$ cat src/rtl/jogador_pkg.sv
// Shared types for the automatic memory-game player.
// Optional feature macro used by the player: JOGADOR_ERRO_PROPOSITAL_EN.
package jogador_pkg;

    // Player states; the numeric value is exported on db_estado.
    typedef enum logic [3:0] {
        INICIAL   = 4'd0,
        DISPARA   = 4'd1,
        OBSERVA   = 4'd2,
        ESPERA    = 4'd3,
        PRESSIONA = 4'd4,
        SOLTA     = 4'd5,
        AGUARDA   = 4'd6,
        FIM       = 4'd7
    } estado_t;

    // Game outcome as reported on resultado.
    typedef enum logic [1:0] {
        RES_NENHUM  = 2'b00,
        RES_GANHOU  = 2'b01,
        RES_PERDEU  = 2'b10,
        RES_TIMEOUT = 2'b11
    } resultado_t;

    // Corrupted press value used to provoke a deliberate loss.
    function automatic logic [3:0] rotaciona_esq(input logic [3:0] v);
        return {v[2:0], v[3]};
    endfunction

endpackage

$ cat src/rtl/jogador_memoria_seq.sv
// Sequence memory for the automatic player: synchronous write, asynchronous read.
// Contents have no reset; every entry is written before it is read back.
module jogador_memoria_seq #(
    parameter int unsigned DEPTH = 16,
    parameter int unsigned WIDTH = 4,
    localparam int unsigned AW   = (DEPTH > 1) ? $clog2(DEPTH) : 1
) (
    input  logic             clk_i,
    input  logic             we_i,
    input  logic [AW-1:0]    waddr_i,
    input  logic [WIDTH-1:0] wdata_i,
    input  logic [AW-1:0]    raddr_i,
    output logic [WIDTH-1:0] rdata_o
);

    logic [WIDTH-1:0] mem_q [DEPTH];

    // Store one observed item per write strobe.
    always_ff @(posedge clk_i) begin
        if (we_i) begin
            mem_q[waddr_i] <= wdata_i;
        end
    end

    assign rdata_o = mem_q[raddr_i];

endmodule

$ cat src/rtl/jogador_automatico.sv
// Automatic player for jogo_desafio_memoria: starts a game, records each round's LED
// sequence and replays it as timed button presses until the game reports an outcome.
// Optional feature macro: JOGADOR_ERRO_PROPOSITAL_EN (corrupts the last press of
// round ERR_ROUND to force a loss).
module jogador_automatico
    import jogador_pkg::*;
#(
    parameter int unsigned MAX_JOGADAS  = 16,
    parameter int unsigned JOGAR_CYCLES = 5,
    parameter int unsigned PRESS_CYCLES = 10,
    parameter int unsigned GAP_CYCLES   = 10,
    parameter int unsigned ERR_ROUND    = 5
) (
    input  logic       clock,
    input  logic       reset,
    input  logic       iniciar,
    input  logic [3:0] leds,
    input  logic       pronto,
    input  logic       ganhou,
    input  logic       perdeu,
    input  logic       timeout,
    output logic       jogar,
    output logic [3:0] botoes,
    output logic       ocupado,
    output logic [1:0] resultado,
    output logic [4:0] db_rodada,
    output logic [3:0] db_estado
);

    localparam int unsigned IDX_W   = $clog2(MAX_JOGADAS);
    // The observe index must be able to reach MAX_JOGADAS itself to end the last round.
    localparam int unsigned OBS_W   = $clog2(MAX_JOGADAS + 1);
    localparam int unsigned CNT_MAX = (JOGAR_CYCLES > PRESS_CYCLES) ?
                                      ((JOGAR_CYCLES > GAP_CYCLES) ? JOGAR_CYCLES : GAP_CYCLES) :
                                      ((PRESS_CYCLES > GAP_CYCLES) ? PRESS_CYCLES : GAP_CYCLES);
    localparam int unsigned CNT_W   = $clog2(CNT_MAX + 1);

    estado_t           state_q, state_d;
    logic [CNT_W-1:0]  cnt_q, cnt_d;
    logic [4:0]        rodada_q, rodada_d;
    logic [OBS_W-1:0]  obs_idx_q, obs_idx_d;
    logic [IDX_W-1:0]  rep_idx_q, rep_idx_d;
    resultado_t        resultado_q, resultado_d;
    logic              jogar_q, jogar_d;
    logic [3:0]        botoes_q, botoes_d;
    logic [3:0]        leds_q;

    logic              mem_we;
    logic [3:0]        mem_rdata;
    logic [3:0]        press_val;
    logic              evento;
    logic              fim_flag;
    logic [4:0]        obs_ext;
    logic [4:0]        rep_ext;
    logic              unused_ok;

    // pronto is informational only.
    assign unused_ok = pronto ^ (ERR_ROUND == 0);

    jogador_memoria_seq #(
        .DEPTH (MAX_JOGADAS),
        .WIDTH (4)
    ) u_memoria (
        .clk_i   (clock),
        .we_i    (mem_we),
        .waddr_i (obs_idx_q[IDX_W-1:0]),
        .wdata_i (leds),
        .raddr_i (rep_idx_d),
        .rdata_o (mem_rdata)
    );

    assign evento   = (leds != 4'd0) && (leds_q == 4'd0);
    assign fim_flag = ganhou | perdeu | timeout;
    assign obs_ext  = 5'(obs_idx_q);
    assign rep_ext  = 5'(rep_idx_q);

    // Value to drive while pressing; optionally corrupted on the last press of ERR_ROUND.
    always_comb begin
        press_val = mem_rdata;
`ifdef JOGADOR_ERRO_PROPOSITAL_EN
        if ((rodada_q == 5'(ERR_ROUND)) && (5'(rep_idx_d) == rodada_q - 5'd1)) begin
            press_val = rotaciona_esq(mem_rdata);
        end
`endif
    end

    // Next-state, counters and registered-output next values.
    always_comb begin
        state_d     = state_q;
        cnt_d       = cnt_q;
        rodada_d    = rodada_q;
        obs_idx_d   = obs_idx_q;
        rep_idx_d   = rep_idx_q;
        resultado_d = resultado_q;
        mem_we      = 1'b0;

        unique case (state_q)
            INICIAL, FIM: begin
                if (iniciar) begin
                    resultado_d = RES_NENHUM;
                    cnt_d       = '0;
                    obs_idx_d   = '0;
                    rep_idx_d   = '0;
                    rodada_d    = 5'd1;
                    state_d     = DISPARA;
                end
            end
            DISPARA: begin
                if (cnt_q == CNT_W'(JOGAR_CYCLES - 1)) begin
                    cnt_d     = '0;
                    obs_idx_d = '0;
                    state_d   = OBSERVA;
                end else begin
                    cnt_d = cnt_q + CNT_W'(1);
                end
            end
            OBSERVA: begin
                // Only a 0 -> nonzero edge records an item; extra items are dropped.
                if (evento && (obs_ext < rodada_q)) begin
                    mem_we    = 1'b1;
                    obs_idx_d = obs_idx_q + OBS_W'(1);
                end
                if ((obs_ext == rodada_q) && (leds == 4'd0)) begin
                    cnt_d   = '0;
                    state_d = ESPERA;
                end
            end
            ESPERA: begin
                if (cnt_q == CNT_W'(GAP_CYCLES - 1)) begin
                    cnt_d     = '0;
                    rep_idx_d = '0;
                    state_d   = PRESSIONA;
                end else begin
                    cnt_d = cnt_q + CNT_W'(1);
                end
            end
            PRESSIONA: begin
                if (cnt_q == CNT_W'(PRESS_CYCLES - 1)) begin
                    cnt_d   = '0;
                    state_d = SOLTA;
                end else begin
                    cnt_d = cnt_q + CNT_W'(1);
                end
            end
            SOLTA: begin
                if (cnt_q == CNT_W'(PRESS_CYCLES - 1)) begin
                    cnt_d = '0;
                    if (rep_ext < rodada_q - 5'd1) begin
                        rep_idx_d = rep_idx_q + IDX_W'(1);
                        state_d   = PRESSIONA;
                    end else if (rodada_q == 5'(MAX_JOGADAS)) begin
                        state_d = AGUARDA;
                    end else begin
                        rodada_d  = rodada_q + 5'd1;
                        obs_idx_d = '0;
                        state_d   = OBSERVA;
                    end
                end else begin
                    cnt_d = cnt_q + CNT_W'(1);
                end
            end
            AGUARDA: begin
                state_d = AGUARDA;
            end
            default: begin
                state_d = INICIAL;
            end
        endcase

        // A terminal flag from the game overrides whatever the round was doing.
        if ((state_q != INICIAL) && (state_q != FIM) && fim_flag) begin
            state_d = FIM;
            cnt_d   = '0;
            mem_we  = 1'b0;
            if (ganhou) begin
                resultado_d = RES_GANHOU;
            end else if (timeout) begin
                resultado_d = RES_TIMEOUT;
            end else begin
                resultado_d = RES_PERDEU;
            end
        end

        // Outputs are registered from the next state so they line up with it.
        jogar_d  = (state_d == DISPARA);
        botoes_d = (state_d == PRESSIONA) ? press_val : 4'd0;
    end

    // State and output registers with synchronous reset.
    always_ff @(posedge clock) begin
        if (reset) begin
            state_q     <= INICIAL;
            cnt_q       <= '0;
            rodada_q    <= 5'd0;
            obs_idx_q   <= '0;
            rep_idx_q   <= '0;
            resultado_q <= RES_NENHUM;
            jogar_q     <= 1'b0;
            botoes_q    <= 4'd0;
            leds_q      <= 4'd0;
        end else begin
            state_q     <= state_d;
            cnt_q       <= cnt_d;
            rodada_q    <= rodada_d;
            obs_idx_q   <= obs_idx_d;
            rep_idx_q   <= rep_idx_d;
            resultado_q <= resultado_d;
            jogar_q     <= jogar_d;
            botoes_q    <= botoes_d;
            leds_q      <= leds;
        end
    end

    assign jogar     = jogar_q;
    assign botoes    = botoes_q;
    assign ocupado   = (state_q != INICIAL) && (state_q != FIM);
    assign resultado = resultado_q;
    assign db_rodada = rodada_q;
    assign db_estado = state_q;

endmodule

$ cat config.mk
export PLATFORM = sky130hd
export DESIGN_NAME = jogador_automatico
export DESIGN_NICKNAME = d
export VERILOG_FILES = /design/src/rtl/jogador_pkg.sv /design/src/rtl/jogador_memoria_seq.sv /design/src/rtl/jogador_automatico.sv
export SDC_FILE = /design/constraint.sdc
export NUM_CORES = 1
export LEC_CHECK = 0
export CORE_MARGIN = 5
export CORE_UTILIZATION = 60
export DETAILED_ROUTE_END_ITERATION = 10
export HOLD_SLACK_MARGIN = 0.12
export PLACE_DENSITY = 0.8
export SLEW_MARGIN = 40
export SYNTH_ARGS = -nofsm -noshare
export SYNTH_HDL_FRONTEND = slang
export SYNTH_SLANG_ARGS = --single-unit
$ cat constraint.sdc
create_clock -name clock -period 7.9 [get_ports clock]
set_input_delay 1.58 -clock clock [delete_from_list [all_inputs] [get_ports clock]]
set_output_delay 1.58 -clock clock [all_outputs]
set_load 0.02 [all_outputs]
==> key figures <==
Critical path
  • Largest stage delay, worst path: between 0.8 and 0.9 ns
  • Crit path kind: in2reg
  • Crit path launch: leds[1]
  • Critical Path Fanout Max: 18
  • Cell with the biggest individual delay on the critical path: sky130_fd_sc_hd__clkdlybuf4s50_1
  • Number of cells on the worst reg-to-reg path: 14
  • CP cell instances: clkdlybuf4s50_1, nor4_1, a311oi_1, nand3b_1, nor2_1, nand2_1, nor3_1
  • Crit path arrival time: between 4 and 5 ns
  • FF-to-FF Start: db_rodada[0]$_SDFFE_PP0P_
  • Crit end category: register
  • Kind of launch point of the worst setup path: input pin
  • Capturing instance or port of the critical path: u_memoria.mem_q[1][1]$_DFFE_PP_
  • Worst EP required: 7.90 ns
  • Worst R2R Setup Slack: 4.42 ns
  • Endpoint of the worst register-to-register path: botoes[1]$_SDFF_PP0_

Clock network
  • Maximum clock insertion buffer count: 2
  • Clock tree from TritonCTS: yes
  • Clk slew on worst S/H paths: 0.09 ns
  • Source-to-sink clock delay at the later pin of the worst-skew pair: roughly 0.36 ns
  • Clk sinks: 97
  • Root Buffer Master: sky130_fd_sc_hd__clkbuf_8
  • Number of buffers added by the clock tree synthesis step: 9
  • Number of setup buffers added after CTS: 0
  • Hold Buf Count CTS: 0
  • Number of gates given a new drive strength after cts: 0
  • Depth of the CTS H-tree: 3

Cells and area
  • Fraction of layout instances using a drive strength above 1: under 10%
  • Antenna Cells: 0
  • Final-layout fill cell count: between 600 and 700
  • Area growth from synthesis to final layout: 10.24%
  • Commonest non-fill, non-tap cells in the layout: sky130_fd_sc_hd__nand2_1, sky130_fd_sc_hd__edfxtp_1, sky130_fd_sc_hd__nor2_1, sky130_fd_sc_hd__dfxtp_1
  • Layout net count: around 490

Yosys
  • Proportion of synthesized chip area in sequential cells: a little over half
  • Post-synthesis instance total: between 400 and 500
  • Flip-flop and latch count after synthesis: 97
  • Cell area after synthesis: 4728 µm²
  • Avg Inst Size Synth: around 11 µm²
  • Leading register cell type out of synthesis: sky130_fd_sc_hd__edfxtp_1
  • Cell taking the most area after synthesis: sky130_fd_sc_hd__edfxtp_1
  • Count of yosys warnings during synthesis: 0
  • Synth top area share: 40.65%
  • Number of distinct library cells after synthesis: slightly below 70
  • Synthesized netlist net count: between 400 and 500
  • Cells taking the most area after synthesis: sky130_fd_sc_hd__edfxtp_1, sky130_fd_sc_hd__dfxtp_1, sky130_fd_sc_hd__nand2_1, sky130_fd_sc_hd__ha_1, sky130_fd_sc_hd__nor2_1
  • Number of flops mapped to enable cells by yosys: 64
  • Async set-or-reset flop fraction in the synthesized netlist: 0%

Timing
  • Maximum clock frequency: around 230 MHz
  • Number of hold-slack violations in the final timing report: 0
  • Setup slack of the critical path after layout: between 3 and 4 ns
  • Final worst clock skew: roughly 0.0074 ns
  • Fin. max-slew vios: 0
  • Tightest Pin Transition: between 0.8 and 0.9 ns
  • Tmin final: 4.261 ns
  • Post-route fraction of the period consumed by the critical path: a little over half
  • RSZ-0062 raised after global routing: no
  • Worst slew margin relative to its limit: a little over two fifths
  • Number of endpoints failing setup at the final stage: 0
  • Sum Neg Setup Slack: 0 ns

Floorplanning
  • Floorplan core area: 7687 µm²
  • Die outline height: between 90 and 100 µm
  • I/O pin total: 28
  • Die Wd: 98.77 µm
  • Initial core utilization: between 60% and 70%
  • Placement Rows: 32
  • Area of the die: between 9000 and 10,000 µm²

GRT
  • Global routing usage summed across all routing layers: 20.46%
  • Number of global-route vias before repair: ~3,300
  • Maximum number of pins on one net before global-route repair: 32
  • Residual overflow from global routing: 0
  • Number of antenna violations at the first check in global routing: 0
  • First-pass GRT wire length: roughly 16 mm

Drt
  • Total Wirelength: approximately 10 mm
  • WL/cell: between 15 and 20 µm
  • Antenna violation net count after detailed routing: 0
  • First DRT Iteration DRCs: about 250
  • Drt first pass iters: 5
  • Post-route DRC violation count: 0
  • Vias after detailed routing: 3,396
  • Via density per instance: ~6.0

Flow run
  • Max-capacitance violation count: 0

Placement
  • Placer's final routability congestion estimate: approximately 0.9
  • Post-placement setup slack: ~3.3 ns
  • I/O Buffers: 26
  • Detailed Place HPWL: 6.877 mm

Power and ir drop
  • Power density over cell area: 181.7 nW/µm²
  • Static leakage power: about 0.0018 µW
  • Worst vdd ir: roughly 0.11 mV

Run status
  • Run status: finished, final reports clean

Min path
  • Type of the worst min-delay path: reg2reg
how the worst min path moves through the flow:
stage | startpoint | slack [ns] | endpoint | cells past startpoint
final | resultado[0]$_SDFFE_PP0P_ | 0.47 | resultado[0]$_SDFFE_PP0P_ | 2
after global routing | resultado[0]$_SDFFE_PP0P_ | 0.51 | resultado[0]$_SDFFE_PP0P_ | 2
after CTS | resultado[0]$_SDFFE_PP0P_ | 0.47 | resultado[0]$_SDFFE_PP0P_ | 2
after detailed placement | resultado[0]$_SDFFE_PP0P_ | 0.46 | resultado[0]$_SDFFE_PP0P_ | 2
after global placement | resultado[0]$_SDFFE_PP0P_ | 0.45 | resultado[0]$_SDFFE_PP0P_ | 2
after floorplan | obs_ext[4]$_SDFFE_PP0P_ | 0.46 | obs_ext[4]$_SDFFE_PP0P_ | 2
state kept, by name (all words and copies together) (netlist names):
name and flops:
cnt_q 4, db_estado 4, db_rodada 5, u_memoria.mem_q 64, obs_ext 5, botoes 4, resultado 2, leds_q 4
rep_idx_q 4, jogar 1
metal layers:
layer  up-vias  GRT usage, %  wire [µm]
li1       1643             -          -
met1      1658         25.90       4205
met2        85         35.54       5136
met3        10         4.459        439
met4         0         5.357         87
met5         -             0          0
metrics by stage:
step | util (%) | total power [µW] | area (µm²) | hold slack, ns | instances
3_5_place_dp | 65.23 | 637.8 | 5015 | 0.4598 | 547
2_1_floorplan | - | 610.4 | 4728 | 0.4618 | 439
5_1_grt | 67.81 | 980.9 | 5213 | 0.5130 | 563
4_1_cts | 67.79 | 947.8 | 5211 | 0.4724 | 563
3_3_place_gp | 64.94 | 636.2 | 4992 | 0.4543 | 546
6_report | 67.81 | 946.9 | 5213 | 0.4701 | 563
report_power, final:
group	total, µW	switching (µW)	internal [µW]
Combinational	70.4	40.3	30.2
Clock	320	164	156
Sequential	556	11.6	545
Total	947	216	731
cell type report:
cell class                      instances  area [µm²]  share of cell area, %
Clock buffer                           12       145.1                  2.784
Clock inverter                          4       51.30                 0.9842
Inverter                               15       56.30                  1.080
Multi-Input combinational cell        306        1967                  37.73
Sequential cell                        97        2582                  49.54
Tap cell                              102       127.6                  2.448
Timing Repair Buffer                   27       282.8                  5.425
cell usage after synthesis, types with 5 or more instances:
| cell type | n |
|---|---|
| sky130_fd_sc_hd__buf_2 | 9 |
| sky130_fd_sc_hd__or3_1 | 6 |
| sky130_fd_sc_hd__nor2b_1 | 10 |
| sky130_fd_sc_hd__dfxtp_1 | 33 |
| sky130_fd_sc_hd__nand2_1 | 64 |
| sky130_fd_sc_hd__nor2_1 | 39 |
| sky130_fd_sc_hd__a31oi_1 | 9 |
| sky130_fd_sc_hd__and3_1 | 5 |
| sky130_fd_sc_hd__nand2b_1 | 6 |
| sky130_fd_sc_hd__ha_1 | 19 |
| sky130_fd_sc_hd__edfxtp_1 | 64 |
| sky130_fd_sc_hd__o21ai_0 | 10 |
| sky130_fd_sc_hd__xnor2_1 | 8 |
| sky130_fd_sc_hd__clkbuf_1 | 6 |
| sky130_fd_sc_hd__o21ai_1 | 5 |
| sky130_fd_sc_hd__a21oi_1 | 25 |
| sky130_fd_sc_hd__inv_1 | 13 |
| sky130_fd_sc_hd__a221oi_1 | 6 |
| sky130_fd_sc_hd__nand3_1 | 16 |
| sky130_fd_sc_hd__nor3_1 | 8 |
| sky130_fd_sc_hd__mux2i_1 | 6 |
cells by family (layout without fill, tap and decap cells):
group,Yosys count,in the layout,synth area share [%]
buffers and inverters,36,58,3.810
xor gates and xnor gates,8,8,1.482
and+or+nand+nor,182,182,19.34
adders and majority gates,19,19,5.028
other,1,1,0.07931
DFF,97,97,54.62
AOI/OAI and AO/OA,89,89,14.13
muxes,7,7,1.508
critical path, delay by kind of cell:
family / cells / cell delay [ns]
AND/OR/NAND/NOR: 5 / 1.47
AO/OA/AOI/OAI: 1 / 0.30
buffers and inverters: 1 / 0.89
Note: power is estimated with default switching activity, not from simulation.
